$ cat src/rtl/tx_dac_output.sv
// tx_dac_output: gain, mute/unmute envelope ramp, rescale, saturate and format samples for a DW-bit DAC.
module tx_dac_output #(
    parameter int IW            = 16,
    parameter int DW            = 14,
    parameter int GW            = 16,
    parameter int RAMP_LOG2     = 10,
    parameter int OFFSET_BINARY = 1
) (
    input  logic                 sys_clk,
    input  logic                 rst_n,
    input  logic signed [IW-1:0] din,
    input  logic                 din_valid,
    input  logic [GW-1:0]        gain,
    input  logic                 enable,
    input  logic                 clip_clear,
    output logic [DW-1:0]        dac_data,
    output logic                 dac_valid,
    output logic                 clip,
    output logic [15:0]          clip_count,
    output logic [1:0]           state
);
    localparam int PW = IW + GW + 1 - 14;
    localparam int QW = PW + 2;
    localparam int RW = QW - (IW - DW);
    localparam logic [RAMP_LOG2:0] FULL = {1'b1, {RAMP_LOG2{1'b0}}};
    localparam logic [RAMP_LOG2:0] ONE = {{RAMP_LOG2{1'b0}}, 1'b1};
    localparam logic [DW-1:0] ZERO_CODE = {OFFSET_BINARY != 0, {(DW-1){1'b0}}};

    typedef enum logic [1:0] {MUTED, RAMP_UP, ACTIVE, RAMP_DOWN} env_state_t;

    env_state_t fsm, fsm_next;
    logic [RAMP_LOG2:0] env, env_next, env1;
    logic v1, v2;
    logic signed [IW+GW:0] prod1;
    logic signed [PW-1:0] p1;
    logic signed [PW+RAMP_LOG2+1:0] prod2;
    logic signed [QW-1:0] q2;
    logic signed [RW-1:0] r;
    logic sat;
    logic [DW-1:0] code;

    assign state = fsm;
    assign prod1 = din * $signed({1'b0, gain});
    assign prod2 = p1 * $signed({1'b0, env1});
    assign r = RW'(q2 >>> (IW - DW));
    assign sat = r[RW-1:DW-1] != {(RW-DW+1){r[RW-1]}};
    assign code = sat ? {r[RW-1], {(DW-1){~r[RW-1]}}} : r[DW-1:0];

    // A direction change simply reverses the count from the current env, so there is never a jump.
    always_comb begin
        fsm_next = fsm;
        env_next = env;
        if (din_valid) begin
            if (enable) begin
                env_next = (env == FULL) ? env : env + ONE;
                fsm_next = (env_next == FULL) ? ACTIVE : RAMP_UP;
            end else begin
                env_next = (env == '0) ? env : env - ONE;
                fsm_next = (env_next == '0) ? MUTED : RAMP_DOWN;
            end
        end
    end

    always_ff @(posedge sys_clk or negedge rst_n) begin
        if (!rst_n) begin
            fsm        <= MUTED;
            env        <= '0;
            env1       <= '0;
            v1         <= 1'b0;
            v2         <= 1'b0;
            p1         <= '0;
            q2         <= '0;
            dac_valid  <= 1'b0;
            dac_data   <= ZERO_CODE;
            clip       <= 1'b0;
            clip_count <= '0;
        end else begin
            fsm       <= fsm_next;
            env       <= env_next;
            v1        <= din_valid;
            p1        <= PW'(prod1 >>> 14);
            env1      <= env;
            v2        <= v1;
            q2        <= QW'(prod2 >>> RAMP_LOG2);
            dac_valid <= v2;
            if (v2) begin
                dac_data <= code ^ ZERO_CODE;
                clip     <= sat;
            end
            if (clip_clear)
                clip_count <= '0;
            else if (dac_valid && clip && clip_count != 16'hFFFF)
                clip_count <= clip_count + 16'd1;
        end
    end
endmodule

$ cat config.mk
export PLATFORM = sky130hd
export DESIGN_NAME = tx_dac_output
export DESIGN_NICKNAME = d
export VERILOG_FILES = /design/src/rtl/tx_dac_output.sv
export SDC_FILE = /design/constraint.sdc
export NUM_CORES = 1
export LEC_CHECK = 0
export CAP_MARGIN = 20
export CORE_UTILIZATION = 58
export CTS_CLUSTER_SIZE = 8
export DETAILED_ROUTE_END_ITERATION = 10
export HOLD_SLACK_MARGIN = 0.15
export PLACE_DENSITY_LB_ADDON = 0.1
export SETUP_SLACK_MARGIN = 0.15
export SLEW_MARGIN = 20
export SYNTH_ARGS = -nofsm -noshare
export SYNTH_HDL_FRONTEND = slang
export SYNTH_SLANG_ARGS = --single-unit
$ cat constraint.sdc
create_clock -name sys_clk -period 5.46 [get_ports sys_clk]
set_input_delay 0.546 -clock sys_clk [delete_from_list [all_inputs] [get_ports sys_clk]]
set_output_delay 0.546 -clock sys_clk [all_outputs]
set_load 0.03 [all_outputs]
* Word level (Yosys, flattened, before mapping)
Index checks and enable logic that the tools add are counted. W data, S select, Z words.
Storage, ports and cells: register bits 98, output and inout bits 34
Cells by class: add/sub/neg operators 3, multipliers 2, equal/unequal tests 4, muxes and demuxes 9, bitwise operators 2, reduce and logical (&&, ||, !) cells 5
Operators by type and width (count):
- $mul A16 B17 Y33 | 1
- $mux W11 | 3
- $mux W16 | 2
- $mul A19 B12 Y31 | 1
- $eq A11 B11 Y1 const B | 2
- $logic_not A11 Y1 | 2
- $add A16 B1 Y16 const B | 1
- $ne A16 B16 Y1 const B | 1
- $mux W14 | 1
- $add A11 B1 Y11 const B | 1
- $sub A11 B1 Y11 const B | 1
- $mux W2 | 3
- $ne A5 B5 Y1 | 1
- $logic_and A1 B1 Y1 | 2
- $not A1 Y1 | 2
- $reduce_bool A2 Y1 | 1

* Longest topological paths before layout
Gate-level depths: netlist of run 1.
depth after elaboration 5, depth in mapped cells 22, depth with buffers taken out 21

* Worst setup path before layout of run 1
OpenSTA, ideal clock, no wires.
path kind in2reg, start in din[1], end reg p1[17], arrival time 5.943 ns, data required time 5.373 ns, path slack -0.570 ns, stages 18, path through clkbuf_1 nand2_1 fa_1 fa_1 fa_1 fa_1 inv_1 fa_1 fa_1 ha_1 a211o_1 o211ai_1 a21oi_1 a211o_1 a211oi_4 a21oi_2 or4_1 o211ai_1
Between the ends: word-level cells in the longest chain between the ends 1
Ends and longest elaborated chain:
- start: declaration | RTL line 11 | input logic signed [IW-1:0] din,
- $mul A16 B17 Y33 | RTL line 43 | assign prod1 = din * $signed({1'b0, gain});
- named net prod1[31] | RTL line 34 | logic signed [IW+GW:0] prod1;
- end signal: assignment | RTL line 81 | p1 <= PW'(prod1 >>> 14);
- end: declaration | RTL line 35 | logic signed [PW-1:0] p1;
The timed path passes the listed nets, and every way through them passes these cells. A chain may end at the register's enable or synchronous reset.

* Final worst setup path of run 1
start in gain[5], end reg p1[18]
Between the ends: word-level cells in the longest chain between the ends 1
Ends and longest elaborated chain:
- start: declaration | RTL line 13 | input logic [GW-1:0] gain,
- $mul A16 B17 Y33 | RTL line 43
- named net prod1[32] | RTL line 34
The timed path passes the listed nets, and every way through them passes these cells.

==> impl_metrics.csv, run 1 <==
group,metric,value,unit
placement,port_buffers,70,
cells_and_area,ff_latch_area,2414,sq um
setup_path,crit_path_end_kind,"register",
synth,synth_cell_types,68,
synth,ys_seq_area_share,12.31,%
synth,synth.area.top_cells,"fa_1, dfrtp_1, ha_1",
status,violations,"setup timing",
setup_path,required,5.72,ns
synth,syn_inst,2142,
cells_and_area,design_area,22800,sq um
clocking,cts_sinks,96,
setup_path,crit_start,"gain[5]",
synth,synth_area,19520,sq um
sta,slew_headroom,27.31,%
cells_and_area,diodes,0,
floorplan,rows,66,
synth,synth_warnings,0,
setup_path,timing.rr.start,"p1[11]$_DFF_PN0_",
floorplan,die_h,185.4,um
sta,grt_setup_unrepaired,"true",
sta,hold_slack,0.1572,ns
setup_path,start_kind,"input pin",
drt,post_drt_wl_per_cell,15.86,um
clocking,cts_buffers,9,
clocking,cts_tree,"done",
floorplan,die_width,185.4,um
grt,antenna_found_initial,0,
grt,grt-ovfl-total,0,
synth,synth_top_area_share,38.98,%
grt,grt_pass1_wl,73920,um
job,cap_violations,0,
sta,drv_slew,0,
setup_path,rrSetupSlack,0.10,ns
synth,synth_flop_cell,"dfrtp_1",
clocking,max-clock-path-buffers,2,
placement,place_area,21670,sq um
synth,synth_edf_count,0,
setup_path,path_class,"input pin to register",
setup_path,crit_arrival,6.00,ns
drt,dr.pass1.iters,5,
drt,viasPerCell,5.264,
sta,clock_skew,0.01549,ns
synth,synth_top_cell_by_area,"fa_1",
grt,busiest_layer,"met2",
setup_path,critPathCapture,"p1[18]$_DFF_PN0_",
cells_and_area,area_delta_synth_final,16.80,%
drt,drc,0,
placement,gp_congestion,0.8571,
cells_and_area,multi_input_area,15470,sq um
sta,min_period,5.742,ns
placement,hpwl,36370,um
synth,synth-seq-cells,96,
grt,met1_usage,37.37,%
grt,grtUsageTotal,27.19,%
grt,use_met2,46.62,%
synth,yosysMostFrequentCell,"inv_1",
grt,met3_usage,2.635,%
sta,final-setup-viol-count,13,
setup_path,r2r_cells,16,
drt,via_count,14530,
floorplan,core,32780,sq um
floorplan,initial_core_util,59.53,%
clocking,cts_root_buf,"clkbuf_16",
sta,fmax,174.2,MHz
drt,drt_iter0_drc,798,
setup_path,timing.rr.end,"q2[18]$_DFF_PN0_",
floorplan,num_io_pins,71,
clocking,cts_max_level,3,
clocking,clk_latency,0.35,ns
clocking,cts.clk_slew.worst_paths,0.08,ns
floorplan,dieArea,34390,sq um
synth,postSynth.asyncResetShare,100.0,%
synth,synth_common_cells,"inv_1, fa_1, nand2_1, and2_1, ha_1",
cells_and_area,nFillCells,2560,
synth,syn-num-nets,2746,
sta,finalHoldViolCount,0,
hold_path,hp-class,"input pin to asynchronous set/reset pin",
cells_and_area,nNetsFinal,2917,
grt,grt_start_max_net_pins,56,
drt,drtAntennaViolNets,0,
status,status,"complete, but fails checks",
sta,setup_ws,-0.2816,ns
cells_and_area,drive_above_1_share,14.41,%
synth,avgSynthCellArea,9.112,sq um
drt,wl,43760,um
grt,grt_pass1_vias,15480,
sta,worstMarginPinSlew,1.090,ns
sta,post-route-period-util,105.2,%
setup_path,critPathMaxFanout,4,
==> cell type report <==
cell class | count | area share (%)
multi-input combinational | 1474 | 67.85
sequential | 96 | 10.59
timing repair buffer | 250 | 9.896
inverter | 482 | 7.937
tap | 442 | 2.426
clock buffer | 9 | 0.9880
clock inverter | 7 | 0.3183
==> critical path, cell delays in order <==
cell and delay (ns):
buf_8 0.10, and2_4 0.15, fa_1 0.54, inv_2 0.04
fa_2 0.53, fa_2 0.44, fa_1 0.49, inv_1 0.05
fa_1 0.47, fa_1 0.56, ha_4 0.21, a211o_1 0.29
o211ai_1 0.10, a21oi_1 0.10, a211o_1 0.30, a211oi_4 0.33
buf_4 0.19, a21oi_2 0.07, a2111o_1 0.38, o211ai_1 0.09
==> cells in the final DEF (no fill, tap or decap), drive strengths merged, types with 48 or more instances in the layout <==
| master | n |
|---|---|
| nor2 | 72 |
| a21oi | 62 |
| and2 | 199 |
| fa | 380 |
| ha | 187 |
| xnor2 | 48 |
| inv | 486 |
| buf | 197 |
| dfrtp | 95 |
| nand2 | 288 |
==> cell families after synthesis <==
family,synth area share [%]
compound gates,5.834
xor+xnor,3.096
fa+ha+maj,50.96
buf+inv,11.04
flops,12.31
mux,0.2564
simple gates,16.49
==> registers in the layout, summed over array words and instances, names as in the netlist, 2 cells and up <==
register,count
env1,11
env,11
q2,19
state,2
dac_data,14
clip_count,16
p1,19
==> how the worst min path moves through the flow <==
stage	end	depth (start not counted)	slack [ns]
floorplan	clip$_DFFE_PN0P_	0	0.25
global placement	v2$_DFF_PN0_	0	0.42
detailed placement	v2$_DFF_PN0_	0	0.41
CTS	clip_count[13]$_DFFE_PN0P_	1	0.17
global route	clip_count[13]$_DFFE_PN0P_	1	0.18
finish	clip_count[13]$_DFFE_PN0P_	1	0.16
==> per-layer routing <==
| layer | vias up | wire length, um |
|---|---|---|
| met5 | - | 0 |
| met4 | 0 | 789 |
| met3 | 48 | 2127 |
| met2 | 367 | 21230 |
| met1 | 7326 | 19620 |
| li1 | 6789 | - |
==> metrics by stage <==
stage,TNS [ns],worst slack [ns],std cells,utilization [%]
3_3_place_gp,-16.04,-1.048,2711,66.09
5_1_grt,-4.438,-0.4966,2760,69.53
2_1_floorplan,-1.459,-0.2677,2142,-
4_1_cts,-2.261,-0.3818,2744,68.30
3_5_place_dp,-18.56,-1.184,2711,66.09
6_report,-1.765,-0.2816,2760,69.53
==> repair_timing <==
action,CTS,global route
setup endpoints to repair,27,27
pin swaps,38,54
setup buffers,15,16
hold buffers,0,0
gates cloned,2,0
resized for setup,176,88
Power of run 1 is left out: the tool's default activity adds up to more than one toggle a clock period on the data nets, which glitch-free logic cannot reach.
==> run 2: changes to the inputs <==
--- a/config.mk
+++ b/config.mk
@@ -9,6 +9,7 @@
 export CORE_UTILIZATION = 58
 export CTS_CLUSTER_SIZE = 8
 export DETAILED_ROUTE_END_ITERATION = 10
+export GPL_ROUTABILITY_DRIVEN = 0
 export HOLD_SLACK_MARGIN = 0.15
 export PLACE_DENSITY_LB_ADDON = 0.1
 export SETUP_SLACK_MARGIN = 0.15
==> results of run 2 <==
The final DEF is identical to that of run 1; final timing and power are the same.
Power of run 2 is left out for the same reason.
